<file path="config.mk">
export PLATFORM = sky130hd
export DESIGN_NAME = unified_mem_arbiter
export DESIGN_NICKNAME = d
export VERILOG_FILES = /design/src/rtl/unified_mem_arbiter_pkg.sv /design/src/rtl/unified_mem_arbiter_timer.sv /design/src/rtl/unified_mem_arbiter.sv
export SDC_FILE = /design/constraint.sdc
export NUM_CORES = 1
export LEC_CHECK = 0
export CAP_MARGIN = 20
export CORE_ASPECT_RATIO = 0.8
export CORE_MARGIN = 8
export CORE_UTILIZATION = 43
export CTS_CLUSTER_DIAMETER = 120
export DETAILED_ROUTE_END_ITERATION = 8
export GPL_TIMING_DRIVEN = 0
export PLACE_DENSITY = 0.95
export SYNTH_ARGS = -nofsm -noshare
export SYNTH_HDL_FRONTEND = slang
export SYNTH_SLANG_ARGS = --single-unit
</file>
<file path="constraint.sdc">
create_clock -name clk -period 3.2 [get_ports clk]
set_input_delay 0.32 -clock clk [delete_from_list [all_inputs] [get_ports clk]]
set_output_delay 0.32 -clock clk [all_outputs]
set_load 0.02 [all_outputs]
</file>
<file path="src/rtl/unified_mem_arbiter_pkg.sv">
// rtl/unified_mem_arbiter_pkg.sv - shared types and width helpers for the unified memory arbiter
package unified_mem_arbiter_pkg;

   // Arbiter FSM: idle, or serving the fetch port, or serving the data port
   typedef enum logic [1:0] {
      ST_IDLE    = 2'd0,
      ST_IF_BUSY = 2'd1,
      ST_D_BUSY  = 2'd2
   } arb_state_e;

   // Defaults for the counter ranges; the top derives the real widths from its parameters
   localparam int TIMEOUT_DEF    = 15;
   localparam int STARVE_LIM_DEF = 3;

   // Bits needed to hold values 0..max_val (never less than one bit)
   function automatic int cnt_width(input int max_val);
      return (max_val < 2) ? 1 : $clog2(max_val + 1);
   endfunction

   localparam int WAIT_W_DEF   = cnt_width(TIMEOUT_DEF);
   localparam int STARVE_W_DEF = cnt_width(STARVE_LIM_DEF);

endpackage

</file>
<file path="src/rtl/unified_mem_arbiter_timer.sv">
// rtl/unified_mem_arbiter_timer.sv - BUSY-phase wait counter that flags the timeout cycle
module mem_wait_timer
   import unified_mem_arbiter_pkg::*;
#(
   parameter int TIMEOUT = TIMEOUT_DEF,
   parameter int W       = cnt_width(TIMEOUT)
) (
   input  logic clk,
   input  logic rst_n,
   input  logic clear_i,
   input  logic enable_i,
   output logic expired_o
);

   // The count holds the number of unanswered BUSY cycles already seen, so the
   // TIMEOUT-th unanswered cycle is the one where the count still reads TIMEOUT-1.
   localparam logic [W-1:0] LAST = W'(TIMEOUT - 1);

   logic [W-1:0] count_q, count_d;

   // Expiry is flagged during the unanswered cycle that brings the total to TIMEOUT
   always_comb begin
      expired_o = enable_i && (count_q == LAST);
      count_d   = count_q;
      if (clear_i) begin
         count_d = '0;
      end else if (enable_i && !expired_o) begin
         count_d = count_q + 1'b1;
      end
   end

   // Count register
   always_ff @(posedge clk) begin
      if (!rst_n) begin
         count_q <= '0;
      end else begin
         count_q <= count_d;
      end
   end

endmodule

</file>
<file path="src/rtl/unified_mem_arbiter.sv">
// rtl/unified_mem_arbiter.sv - shares one single-ported memory between fetch and data ports
module unified_mem_arbiter
   import unified_mem_arbiter_pkg::*;
#(
   parameter int ADDR_W     = 32,
   parameter int DATA_W     = 32,
   parameter int TIMEOUT    = 15,
   parameter int STARVE_LIM = 3
) (
   input  logic              clk,
   input  logic              rst_n,
   input  logic              if_req,
   input  logic [ADDR_W-1:0] if_addr,
   output logic [DATA_W-1:0] if_rdata,
   output logic              if_valid,
   output logic              if_stall,
   input  logic              d_req,
   input  logic              d_we,
   input  logic [ADDR_W-1:0] d_addr,
   input  logic [DATA_W-1:0] d_wdata,
   output logic [DATA_W-1:0] d_rdata,
   output logic              d_valid,
   output logic              d_stall,
   output logic              mem_req,
   output logic              mem_we,
   output logic [ADDR_W-1:0] mem_addr,
   output logic [DATA_W-1:0] mem_wdata,
   input  logic [DATA_W-1:0] mem_rdata,
   input  logic              mem_ready,
   output logic              err
);

   localparam int STARVE_W = cnt_width(STARVE_LIM);
   localparam logic [STARVE_W-1:0] STARVE_MAX = STARVE_W'(STARVE_LIM);

   arb_state_e          state_q, state_d;
   logic                if_valid_q, if_valid_d;
   logic                d_valid_q, d_valid_d;
   logic [DATA_W-1:0]   if_rdata_q, if_rdata_d;
   logic [DATA_W-1:0]   d_rdata_q, d_rdata_d;
   logic                mem_req_q, mem_req_d;
   logic                mem_we_q, mem_we_d;
   logic [ADDR_W-1:0]   mem_addr_q, mem_addr_d;
   logic [DATA_W-1:0]   mem_wdata_q, mem_wdata_d;
   logic                err_q, err_d;
   logic [STARVE_W-1:0] starve_q, starve_d;

   logic                if_elig, d_elig;
   logic                grant_if, grant_d;
   logic                finish;
   logic [DATA_W-1:0]   fin_data;
   logic                timer_clear, timer_en, timer_expired;

   // A requester whose completion pulse is high this cycle is still holding
   // the old request, so it must not be taken as a fresh one.
   assign if_elig = if_req && !if_valid_q;
   assign d_elig  = d_req  && !d_valid_q;

   mem_wait_timer #(
      .TIMEOUT (TIMEOUT)
   ) u_wait_timer (
      .clk       (clk),
      .rst_n     (rst_n),
      .clear_i   (timer_clear),
      .enable_i  (timer_en),
      .expired_o (timer_expired)
   );

   // Arbitration, grant latching and completion (normal or timed-out)
   always_comb begin
      state_d     = state_q;
      if_valid_d  = 1'b0;
      d_valid_d   = 1'b0;
      if_rdata_d  = if_rdata_q;
      d_rdata_d   = d_rdata_q;
      mem_req_d   = mem_req_q;
      mem_we_d    = mem_we_q;
      mem_addr_d  = mem_addr_q;
      mem_wdata_d = mem_wdata_q;
      err_d       = err_q;
      grant_if    = 1'b0;
      grant_d     = 1'b0;
      finish      = 1'b0;
      fin_data    = '0;
      timer_clear = 1'b0;
      timer_en    = 1'b0;

      case (state_q)
         ST_IDLE: begin
            // Data normally wins; a fetch that has waited out STARVE_LIM data grants goes first
            if (if_elig && (!d_elig || starve_q == STARVE_MAX)) begin
               grant_if = 1'b1;
            end else if (d_elig) begin
               grant_d = 1'b1;
            end
         end
         ST_IF_BUSY, ST_D_BUSY: begin
            timer_en = !mem_ready;
            if (mem_ready) begin
               finish   = 1'b1;
               fin_data = mem_we_q ? '0 : mem_rdata;
            end else if (timer_expired) begin
               finish = 1'b1;
               err_d  = 1'b1;
            end
         end
         default: begin
            state_d   = ST_IDLE;
            mem_req_d = 1'b0;
         end
      endcase

      if (grant_if) begin
         state_d     = ST_IF_BUSY;
         mem_req_d   = 1'b1;
         mem_we_d    = 1'b0;
         mem_addr_d  = if_addr;
         mem_wdata_d = '0;
         timer_clear = 1'b1;
      end else if (grant_d) begin
         state_d     = ST_D_BUSY;
         mem_req_d   = 1'b1;
         mem_we_d    = d_we;
         mem_addr_d  = d_addr;
         mem_wdata_d = d_wdata;
         timer_clear = 1'b1;
      end

      if (finish) begin
         state_d   = ST_IDLE;
         mem_req_d = 1'b0;
         if (state_q == ST_IF_BUSY) begin
            if_valid_d = 1'b1;
            if_rdata_d = fin_data;
         end else begin
            d_valid_d = 1'b1;
            d_rdata_d = fin_data;
         end
      end
   end

   // Starvation tracking: data grants taken while a fetch is pending
   always_comb begin
      starve_d = starve_q;
      if (!if_req || grant_if) begin
         starve_d = '0;
      end else if (grant_d && starve_q != STARVE_MAX) begin
         starve_d = starve_q + 1'b1;
      end
   end

   // State and output registers
   always_ff @(posedge clk) begin
      if (!rst_n) begin
         state_q     <= ST_IDLE;
         if_valid_q  <= 1'b0;
         d_valid_q   <= 1'b0;
         if_rdata_q  <= '0;
         d_rdata_q   <= '0;
         mem_req_q   <= 1'b0;
         mem_we_q    <= 1'b0;
         mem_addr_q  <= '0;
         mem_wdata_q <= '0;
         err_q       <= 1'b0;
         starve_q    <= '0;
      end else begin
         state_q     <= state_d;
         if_valid_q  <= if_valid_d;
         d_valid_q   <= d_valid_d;
         if_rdata_q  <= if_rdata_d;
         d_rdata_q   <= d_rdata_d;
         mem_req_q   <= mem_req_d;
         mem_we_q    <= mem_we_d;
         mem_addr_q  <= mem_addr_d;
         mem_wdata_q <= mem_wdata_d;
         err_q       <= err_d;
         starve_q    <= starve_d;
      end
   end

   assign if_rdata  = if_rdata_q;
   assign if_valid  = if_valid_q;
   assign d_rdata   = d_rdata_q;
   assign d_valid   = d_valid_q;
   assign mem_req   = mem_req_q;
   assign mem_we    = mem_we_q;
   assign mem_addr  = mem_addr_q;
   assign mem_wdata = mem_wdata_q;
   assign err       = err_q;

   // Stalls follow the live request so the pipeline freezes in the same cycle
   assign if_stall = if_req && !if_valid_q;
   assign d_stall  = d_req  && !d_valid_q;

endmodule

</file>
==> results by group <==
Status
  – Outcome: completed

Hold path
  – Hold Path Class: reg2reg

Power and ir drop
  – Leakage: 3.304 nW
  – Worst VDD drop: 0.3313 mV
  – Net Sw Frac: 0.2774
  – P_int: 3.615 mW
  – Clock network fraction of total power: 0.409
  – P_sw: 1.388 mW
  – Power Density: 574.2 mW/mm^2
  – Final Power: 5.003 mW
  – Logic pwr share: 0.201
  – Sequential Power Share: 0.390

Clocking
  – Post-CTS Setup Inserts: 0
  – Clock latency on the worst-skew pair: 0.41 ns
  – Clock transition at path regs: 0.06 ns
  – Hold_buf cts: 0
  – H-tree depth: 4
  – Clock tree sinks: 141
  – Gates resized, CTS repair: 0
  – CTS buffer count: 17
  – Root buffer cell: clkbuf_16
  – CTS Buffer Depth: 2
  – CTS tree: done

Floorplanning
  – Starting Density: 0.4346
  – Die Area: 0.01596 mm^2
  – Die height: 114.6 um
  – Die width: 139.3 um
  – Number of cell rows: 36
  – Ports: 269
  – Core Area: 0.01203 mm^2

Yosys
  – Post-synth EDFFs: 0
  – Ranking of synthesized cells by area: dfxtp_1 (54%), a22o_1 (11%), nand3_1 (6.6%)
  – Distinct cells, synth: 42
  – Synth top area share: 0.5401
  – Post-synthesis register bit count: 141
  – Syn Inst Count: 545
  – Async S/R FF share, synth: 0
  – Mapped Nets: 684
  – Ys flop type: dfxtp_1
  – Count leader, synth: dfxtp_1
  – Synth cell count leaders: dfxtp_1 (141), nand3_1 (69), a22o_1 (64), inv_1 (37), a21oi_1 (36)
  – Sequential element share of the synthesized area: 0.5401
  – Avg Cell Area, Syn: 9.589 um^2
  – Yosys Warn Count: 0
  – Synth area leader: dfxtp_1
  – Post-synth design cell area: 0.005226 mm^2

Setup path
  – Crit path capture type: primary output
  – Worst Path Arrival: 1.88 ns
  – CP Max Fanout: 6
  – WP data required: 2.88 ns
  – Worst Setup Start Kind: primary input
  – Critical path class: in2out

Drt
  – DR WL/cell: 18.93 um
  – Final ANT Viol Nets: 0
  – Vias per std cell: 5.377
  – DR pass1 iterations: 4
  – Via count: 5361
  – Drt drc: 0
  – Initial drt markers: 260
  – DRT Wirelength: 18870 um

Cells and area
  – Non-filler cells, final: 997
  – Post-layout nets: 971
  – # fillers: 843
  – Share of cells above drive strength 1: 0.06036
  – # diodes: 0
  – P&R area growth vs syn: 66.72%
  – Design area: 0.008713 mm^2

STA
  – Post-route setup TNS: 0 ns
  – Slew of the pin with the lowest slew margin: 0.5535 ns
  – Final WS setup: 0.9970 ns
  – RSZ-0062 raised after global routing: no
  – Final Critical Period: 2.203 ns
  – Final Hold Vio Count: 0
  – Final setup viols: 0
  – Final count of pins violating max slew: 0
  – Clock skew after layout: 0.006847 ns
  – Slew HR: 0.6259
  – Final Cycle Share: 0.6884
  – Max Fclk: 453.9 MHz

Placement
  – DP Cell Count: 965
  – Hpwl dp: 14140 um
  – Port buffer count: 268
  – GPL Wtd Cong: 0.8254
  – Cell Area, Placed: 0.008099 mm^2
  – Worst slack, placed: 0.8173 ns

Global route
  – Largest net degree at the start of global routing: 17
  – First-pass GRT wire length: 29350 um
  – GRT Residual Overflow: 0
  – Initial antenna violation count: 0
  – Vias in the first global route: 5494
  – Global-route usage over all layers: 0.2304

Run
  – Total of max-cap violations: 0
==> critical path, cell delays in order <==
cell             delay (ns)
clkdlybuf4s50_1        0.57
nor2b_1                0.31
clkdlybuf4s50_1        0.67
==> layout make-up <==
class | count | area, um^2 | area share
clock inverters | 15 | 188.9 | 0.02168
inverters | 37 | 138.9 | 0.01594
repair buffers | 268 | 2683 | 0.3079
well taps | 152 | 190.2 | 0.02183
multi-input cells | 318 | 2034 | 0.2335
plain buffers | 49 | 230.2 | 0.02642
flip-flops and latches | 141 | 2823 | 0.3240
clock buffers | 17 | 425.4 | 0.04882
==> stage by stage <==
| stage | hold WS (ns) | utilization |
|---|---|---|
| after floorplan | 0.4529 | - |
| after global placement | 0.4550 | 0.6734 |
| after detailed placement | 0.4548 | 0.6734 |
| after CTS | 0.4568 | 0.7245 |
| after global routing | 0.4683 | 0.7245 |
| final | 0.4742 | 0.7245 |
==> layout by cell type (no fill, tap or decap), types with 2 or more instances in the layout <==
cell and count:
bufinv_16 3, nor2b_1 3, buf_2 13, a211oi_1 2
ha_1 5, nor3b_1 2, nand3_1 69, and3b_1 2
a31oi_1 2, nor3_1 2, dfxtp_1 141, clkinvlp_4 4
o221ai_1 32, clkbuf_16 17, o21ai_1 5, buf_6 4
clkinv_4 3, nand2b_1 2, o21ai_0 30, inv_6 3
inv_1 37, clkdlybuf4s50_1 268, nand3b_1 3, a22o_1 64
a21oi_1 36, nor2_1 6, nand2_1 34, clkbuf_1 31
==> state kept, by name (all words and copies together) (netlist names) <==
| register | cells |
|---|---|
| mem_we | 1 |
| starve_q | 2 |
| d_rdata | 32 |
| state_q | 2 |
| err | 1 |
| if_valid | 1 |
| mem_addr | 32 |
| mem_req | 1 |
| d_valid | 1 |
| if_rdata | 32 |
| mem_wdata | 32 |
| u_wait_timer.count_q | 4 |
==> metal layers <==
layer  vias up  track usage  routed length (um)  share of wire
met1      2531       0.2596                7664           0.41
met4         0      0.07659                 320          0.017
met3        24      0.09750                1824          0.097
li1       2573            -                   -              -
met2       233       0.3879                9060           0.48
met5         -            0                   0              0
==> final timing paths <==
| check | slack, ns | endpoint | startpoint | cells after the start |
|---|---|---|---|---|
| setup / recovery | 1.0 | if_stall | if_req | 3 |
| hold / removal | 0.47 | mem_wdata[18]$_SDFFE_PP0P_ | mem_wdata[18]$_SDFFE_PP0P_ | 2 |
| setup reg to reg | 1.08 | mem_addr[8]$_SDFFE_PN0P_ | state_q[0]$_SDFFE_PP0P_ | 7 |
| hold reg to reg | 0.47 | mem_wdata[18]$_SDFFE_PP0P_ | mem_wdata[18]$_SDFFE_PP0P_ | 2 |
==> logic make-up after synthesis <==
group	Yosys count	synth area share
compound gates	179	0.2473
buf+inv	86	0.07062
simple gates	132	0.1264
flops	141	0.5401
xor+xnor	1	0.001676
mux	1	0.001915
fa+ha+maj	5	0.01197
==> power by group through the flow <==
stage / clock network, mW / logic (mW) / registers [mW]
3_5_place_dp: 0 / 0.999 / 1.99
6_report: 2.05 / 1.01 / 1.95
2_1_floorplan: 0 / 0.322 / 2.13
3_3_place_gp: 0 / 0.985 / 1.98
4_1_cts: 2.08 / 1.01 / 1.95
5_1_grt: 2.16 / 1.07 / 1.96
Note: power is estimated with default switching activity, not from simulation.
